===== config.mk =====
export PLATFORM = sky130hd
export DESIGN_NAME = alu_writeback_stage
export DESIGN_NICKNAME = d
export VERILOG_FILES = /design/src/rtl/alu_writeback_stage_pkg.sv /design/src/rtl/alu_writeback_stage_wb_src_mux.sv /design/src/rtl/alu_writeback_stage.sv
export SDC_FILE = /design/constraint.sdc
export NUM_CORES = 1
export LEC_CHECK = 0
export CORE_MARGIN = 4
export CORE_UTILIZATION = 49
export CTS_BUF_LIST = sky130_fd_sc_hd__clkbuf_8
export CTS_CLUSTER_DIAMETER = 120
export CTS_CLUSTER_SIZE = 8
export DETAILED_ROUTE_END_ITERATION = 8
export PLACE_DENSITY = 0.9
export RECOVER_POWER = 50
export SETUP_SLACK_MARGIN = 0.3
export SLEW_MARGIN = 10
export SYNTH_ARGS = -nofsm -noshare
export SYNTH_HDL_FRONTEND = slang
export SYNTH_SLANG_ARGS = --single-unit

===== constraint.sdc =====
create_clock -name clk -period 1.84 [get_ports clk]
set_input_delay 0.46 -clock clk [delete_from_list [all_inputs] [get_ports clk]]
set_output_delay 0.46 -clock clk [all_outputs]
set_load 0.005 [all_outputs]

===== src/rtl/alu_writeback_stage_pkg.sv =====
// Shared encodings for the ALU write-back stage: source select, FSM states,
// flag bit positions and the link-address helper.
package alu_writeback_stage_pkg;

    typedef enum logic [1:0] {
        WB_ALU  = 2'b00,
        WB_MEM  = 2'b01,
        WB_LINK = 2'b10,
        WB_IMM  = 2'b11
    } wb_src_e;

    typedef enum logic [1:0] {
        ST_IDLE     = 2'b00,
        ST_MEM_WAIT = 2'b01,
        ST_WRITE    = 2'b10
    } wb_state_e;

    // FLAGS is packed {Z,N,C,V}
    localparam int FLAG_Z = 3;
    localparam int FLAG_N = 2;
    localparam int FLAG_C = 1;
    localparam int FLAG_V = 0;

    function automatic logic [15:0] link_addr(input logic [15:0] pc);
        return pc + 16'd1;
    endfunction

endpackage


===== src/rtl/alu_writeback_stage_wb_src_mux.sv =====
// Combinational 4:1 selection of the register-file write data.
module alu_writeback_stage_wb_src_mux
    import alu_writeback_stage_pkg::*;
(
    input  wb_src_e     i_src,
    input  logic [15:0] i_alu,
    input  logic [15:0] i_mem,
    input  logic [15:0] i_link,
    input  logic [15:0] i_imm,
    output logic [15:0] o_data
);

    // Source select
    always_comb begin
        o_data = 16'h0000;
        case (i_src)
            WB_ALU:  o_data = i_alu;
            WB_MEM:  o_data = i_mem;
            WB_LINK: o_data = i_link;
            WB_IMM:  o_data = i_imm;
            default: o_data = 16'h0000;
        endcase
    end

endmodule


===== src/rtl/alu_writeback_stage.sv =====
// Write-back stage: captures ALU result/flags, waits for load data with a
// bounded timeout, and issues a single-cycle register-file write.
module alu_writeback_stage
    import alu_writeback_stage_pkg::*;
#(
    parameter int unsigned MEM_TIMEOUT = 15
) (
    input  logic        clk,
    input  logic        rst_n,
    input  logic        wb_issue,
    output logic        wb_ready,
    input  logic [15:0] ALU_OUT,
    input  logic        ALU_Z,
    input  logic        ALU_N,
    input  logic        ALU_C,
    input  logic        ALU_V,
    input  logic [15:0] PC,
    input  logic [15:0] D_Imm,
    input  logic [3:0]  D_WriteReg,
    input  logic [1:0]  C_WBSrc,
    input  logic        C_RegWrite,
    input  logic        C_FlagWrite,
    input  logic        C_MemRead,
    output logic        mem_req,
    input  logic        mem_valid,
    input  logic [15:0] D_MemData,
    output logic        RF_WE,
    output logic [3:0]  RF_WADDR,
    output logic [15:0] RF_WDATA,
    output logic [3:0]  FLAGS,
    output logic [15:0] ALUOut_Reg,
    output logic        wb_done,
    output logic        wb_err
);

    localparam logic [7:0] TIMEOUT_LAST = 8'(MEM_TIMEOUT - 1);

    wb_state_e   r_state;
    logic [7:0]  r_cnt;
    logic        r_ready;
    logic        r_req;
    logic        r_we;
    logic        r_done;
    logic        r_err;
    logic [15:0] r_alu;
    logic [15:0] r_mem;
    logic [15:0] r_link;
    logic [15:0] r_imm;
    logic [3:0]  r_waddr;
    wb_src_e     r_src;
    logic        r_regwrite;
    logic [3:0]  r_flags;

    wb_state_e   w_state_nxt;
    logic [7:0]  w_cnt_nxt;
    logic        w_ready_nxt;
    logic        w_req_nxt;
    logic        w_we_nxt;
    logic        w_done_nxt;
    logic        w_err_nxt;
    logic        w_capture;
    logic        w_mem_capture;

    // Next-state and next-output decode
    always_comb begin
        w_state_nxt   = r_state;
        w_cnt_nxt     = r_cnt;
        w_ready_nxt   = 1'b0;
        w_req_nxt     = 1'b0;
        w_we_nxt      = 1'b0;
        w_done_nxt    = 1'b0;
        w_err_nxt     = 1'b0;
        w_capture     = 1'b0;
        w_mem_capture = 1'b0;
        case (r_state)
            ST_IDLE: begin
                if (wb_issue) begin
                    w_capture = 1'b1;
                    w_cnt_nxt = 8'd0;
                    if (C_MemRead) begin
                        w_state_nxt = ST_MEM_WAIT;
                        w_req_nxt   = 1'b1;
                    end else begin
                        w_state_nxt = ST_WRITE;
                        w_we_nxt    = C_RegWrite && (D_WriteReg != 4'd0);
                        w_done_nxt  = 1'b1;
                    end
                end else begin
                    w_ready_nxt = 1'b1;
                end
            end
            ST_MEM_WAIT: begin
                // Data arriving on the final allowed cycle still completes the load
                if (mem_valid) begin
                    w_mem_capture = 1'b1;
                    w_cnt_nxt     = 8'd0;
                    w_state_nxt   = ST_WRITE;
                    w_we_nxt      = r_regwrite && (r_waddr != 4'd0);
                    w_done_nxt    = 1'b1;
                end else if (r_cnt == TIMEOUT_LAST) begin
                    w_cnt_nxt   = 8'd0;
                    w_state_nxt = ST_IDLE;
                    w_err_nxt   = 1'b1;
                    w_ready_nxt = 1'b1;
                end else begin
                    w_cnt_nxt = r_cnt + 8'd1;
                    w_req_nxt = 1'b1;
                end
            end
            ST_WRITE: begin
                w_state_nxt = ST_IDLE;
                w_ready_nxt = 1'b1;
            end
            default: begin
                w_state_nxt = ST_IDLE;
                w_cnt_nxt   = 8'd0;
                w_ready_nxt = 1'b1;
            end
        endcase
    end

    // State, timeout counter and registered handshake/pulse outputs
    always_ff @(posedge clk or negedge rst_n) begin
        if (!rst_n) begin
            r_state <= ST_IDLE;
            r_cnt   <= 8'd0;
            r_ready <= 1'b1;
            r_req   <= 1'b0;
            r_we    <= 1'b0;
            r_done  <= 1'b0;
            r_err   <= 1'b0;
        end else begin
            r_state <= w_state_nxt;
            r_cnt   <= w_cnt_nxt;
            r_ready <= w_ready_nxt;
            r_req   <= w_req_nxt;
            r_we    <= w_we_nxt;
            r_done  <= w_done_nxt;
            r_err   <= w_err_nxt;
        end
    end

    // Instruction payload capture; load data slot cleared on issue so a
    // memory-sourced write without a load yields zero
    always_ff @(posedge clk or negedge rst_n) begin
        if (!rst_n) begin
            r_alu      <= 16'h0000;
            r_mem      <= 16'h0000;
            r_link     <= 16'h0000;
            r_imm      <= 16'h0000;
            r_waddr    <= 4'd0;
            r_src      <= WB_ALU;
            r_regwrite <= 1'b0;
            r_flags    <= 4'b0000;
        end else begin
            if (w_capture) begin
                r_alu      <= ALU_OUT;
                r_mem      <= 16'h0000;
                r_link     <= link_addr(PC);
                r_imm      <= D_Imm;
                r_waddr    <= D_WriteReg;
                r_src      <= wb_src_e'(C_WBSrc);
                r_regwrite <= C_RegWrite;
                if (C_FlagWrite) begin
                    r_flags[FLAG_Z] <= ALU_Z;
                    r_flags[FLAG_N] <= ALU_N;
                    r_flags[FLAG_C] <= ALU_C;
                    r_flags[FLAG_V] <= ALU_V;
                end
            end
            if (w_mem_capture) begin
                r_mem <= D_MemData;
            end
        end
    end

    alu_writeback_stage_wb_src_mux u_wb_src_mux (
        .i_src  (r_src),
        .i_alu  (r_alu),
        .i_mem  (r_mem),
        .i_link (r_link),
        .i_imm  (r_imm),
        .o_data (RF_WDATA)
    );

    assign wb_ready   = r_ready;
    assign mem_req    = r_req;
    assign RF_WE      = r_we;
    assign wb_done    = r_done;
    assign wb_err     = r_err;
    assign RF_WADDR   = r_waddr;
    assign FLAGS      = r_flags;
    assign ALUOut_Reg = r_alu;

endmodule


==> results by group <==
Logic synthesis
  • Mean post-synth cell area: 10.7 µm²
  • Synthesized net count: 475
  • Mapped Area: between 4000 and 5000 µm²
  • Sequential share of the synthesized area: 54.1%
  • Post-synthesis instance total: between 300 and 400
  • Number of synthesized flops with an enable pin: 0
  • Largest area contributor in the netlist: dfrtp_1
  • #FFs+latches synth: 90
  • Synth cell types: between 40 and 50
  • Asr flop ratio synth: 100%
  • Synth top area share: 53.4%
  • Primary FF master, synth: dfrtp_1
  • Synth top area cells: dfrtp_1 53%, nand2_1 13%, mux4_2 8.6%
  • Number of synthesis warnings: 0

Power
  • Sw frac: a little under a third
  • Switch Pwr: slightly below 0.002 W
  • Clock share of power: a little over a fifth
  • P_int: roughly 0.0045 W
  • Pwr Density: 1050 nW/µm²
  • VDD IR max: 0.658 mV
  • Leakage: roughly 3 nW
  • Flop pwr share: 42.8%
  • Logic gate share of total power: a little over a third

Worst setup path
  • CP Launch Type: flop
  • R2r setup slk: -0.05 ns
  • Crit path max fanout: 8
  • Crit Path Category: flop to output pin
  • Worst Setup End Kind: output pin
  • Worst EP required: 1.38 ns
  • Arr. time, crit path: around 1.7 ns

Clock network
  • CTS Buffer Depth: 2
  • Hold buffers post-CTS: 0
  • CTS tree: built
  • Clock net sink count: 90
  • H-tree depth: 3
  • CTS Buf Count: 9
  • Worst skew pair latency: 0.35 ns
  • Register clock-pin slew on the reported worst setup and hold paths: around 0.08 ns
  • Root Buffer: clkbuf_8

STA
  • Min Tclk post-route: 2.14 ns
  • Max Slew Vio Count: 0
  • Final Hold Viols: 0
  • Fin Setup TNS: -9.58 ns
  • Worst slew pin tran: approximately 0.92 ns
  • Peak Freq: roughly 470 MHz
  • Crit share post-route: 116%
  • RSZ-0062 raised after global routing: yes
  • Slew margin rel.: between 30% and 40%
  • Setup Skew: approximately 0.012 ns
  • Setup Viol. Count Final: 74
  • Fin worst setup slack: -0.299 ns

Layout
  • Layout cells sized above 1: roughly a quarter
  • Most frequent cells in the layout: 142 x nand2_1, 88 x dfrtp_1, 64 x clkdlybuf4s50_1
  • Final nets: 647
  • Commonest non-fill, non-tap cell in the layout: nand2_1
  • Area growth from synthesis to layout: 47.4%
  • Fill count: roughly 580
  • Diode count: 0
  • Finished Layout Cells: 673

Die
  • Core area: around 8300 µm²
  • Die H: approximately 100 µm
  • # rows: 33
  • IO Count: 126
  • Initial Util: 50.5%
  • Die width: 100 µm
  • DIE AREA: 10000 µm²

Global route
  • GRT Max-Usage Layer: met2
  • GRT overflow: 0
  • Total GRT Usage: around a quarter
  • GRT met3 Usage: under 10%
  • GRT met2 Usage: roughly 45%
  • Antenna violations before repair: 0
  • M1 GR Usage: slightly below 30%
  • First-pass GRT wire length: 19700 µm
  • Vias in the first global route: about 3900
  • Largest net degree at the start of global routing: between 50 and 60

Job
  • Max cap viols: 0

Place
  • Placed cells: 635
  • Detailed Place HPWL: approximately 9000 µm
  • IO Port Bufs: approximately 130
  • Placer Congestion: ~0.88

Drt
  • Drt pass-1 iters: 5
  • Detail Route Antenna Nets: 0
  • Via count: ~3700
  • DRC errors left: 0
  • Routed len/inst: 19.1 µm
  • Via density: approximately 5.5
  • Drt total wl: 12800 µm
  • Starting DRT DRC Count: 200

Hold path
  • Hold Crit Class: primary input to asynchronous set/reset pin

Run status
  • Failing checks: negative setup slack
  • Status: complete, but fails checks
[power by group through the flow]
stage	clock (W)	combinational [W]	sequential, W
floorplan	0	0.00104	0.00267
global placement	0	0.00215	0.00276
detailed placement	0	0.00224	0.00279
CTS	0.00143	0.00215	0.00274
global route	0.00154	0.00246	0.00280
finish	0.00141	0.00227	0.00276
[state kept, by name, indices dropped and copies added, names as in the netlist, 2 cells and up]
register,count
RF_WADDR,4
FLAGS,4
r_cnt,8
r_imm,16
ALUOut_Reg,16
r_src,2
r_state,2
r_link,16
r_mem,16
[repair_timing]
action	4_1_cts	5_1_grt
buffers inserted	10	10
resized for setup	124	35
setup endpoints to repair	91	46
pin swaps	11	11
gates cloned	1	1
[synthesized netlist by cell type (2+ instances only)]
cell       number
nand4_1         2
buf_6           3
o21ai_1         5
a22o_1         16
nand2_1       144
inv_1           4
mux2_1          2
o21bai_1        2
nand3_1         5
o21ai_0        13
and2b_1         2
dfrtp_1        89
nor2_1         12
nor3_1          3
mux4_2         16
nor4_2          3
xnor2_1        13
buf_2          13
clkbuf_1        2
o2111ai_1       2
xor2_1          7
mux2_2          2
nor4_1          2
o211ai_1        3
buf_4           2
ha_1            3
[critical path: stages, from the launching register on]
cell and delay, ns:
dfrtp_2 0.40, buf_12 0.11, buf_12 0.13, mux4_2 0.54, buf_2 0.15
[cell families (layout without fill, tap and decap cells)]
kind of cell             Yosys count  count (layout)  share of synthesized area [%]
AO/OA/AOI/OAI                     45              45                           7.66
multiplexers                      20              20                           9.73
flip-flops                        90              90                           54.1
adder cells (fa/ha/maj)            3               3                          0.901
buffers and inverters             26             203                           3.48
AND/OR/NAND/NOR                  187             187                           20.0
XOR/XNOR                          20              20                           4.20
[layer usage]
| layer | vias up | part of all wire [%] | routed length [µm] |
|---|---|---|---|
| li1 | 1677 | - | - |
| met1 | 1863 | 36 | 4660 |
| met2 | 150 | 54 | 6890 |
| met3 | 44 | 6.2 | 794 |
| met4 | 0 | 3.9 | 495 |
| met5 | - | 0 | 0 |
[worst paths after layout]
path,start,to,cells past startpoint
max,r_src[0],RF_WDATA[3],4
min,rst_n,FLAGS[1],1
max reg2reg,r_state[1],r_link[2],5
min reg2reg,r_imm[13],r_imm[13],2
max in group asynchronous,rst_n,r_src[0],2
min in group clk,r_imm[13],r_imm[13],2
[stage by stage]
step,power [W],hold slack [ns],instance area [µm²],worst slack (ns),utilization (%)
2_1_floorplan,0.00371,0.164,4190,0.250,-
3_3_place_gp,0.00491,0.456,5760,-0.173,69.7
3_5_place_dp,0.00503,0.461,5760,-0.247,69.7
4_1_cts,0.00633,0.0714,6020,-0.303,72.9
5_1_grt,0.00680,0.272,6140,-0.365,74.4
6_report,0.00644,0.233,6140,-0.299,74.4
[layout make-up]
class	instances	area, µm²	area share (%)
repair buffers	183	1680	27.4
flip-flops and latches	90	2250	36.7
clock inverters	7	81.3	1.32
inverters	4	15.0	0.244
clock buffers	9	124	2.02
well taps	105	131	2.14
multi-input cells	275	1850	30.1
(Power assumes the default switching activity.)
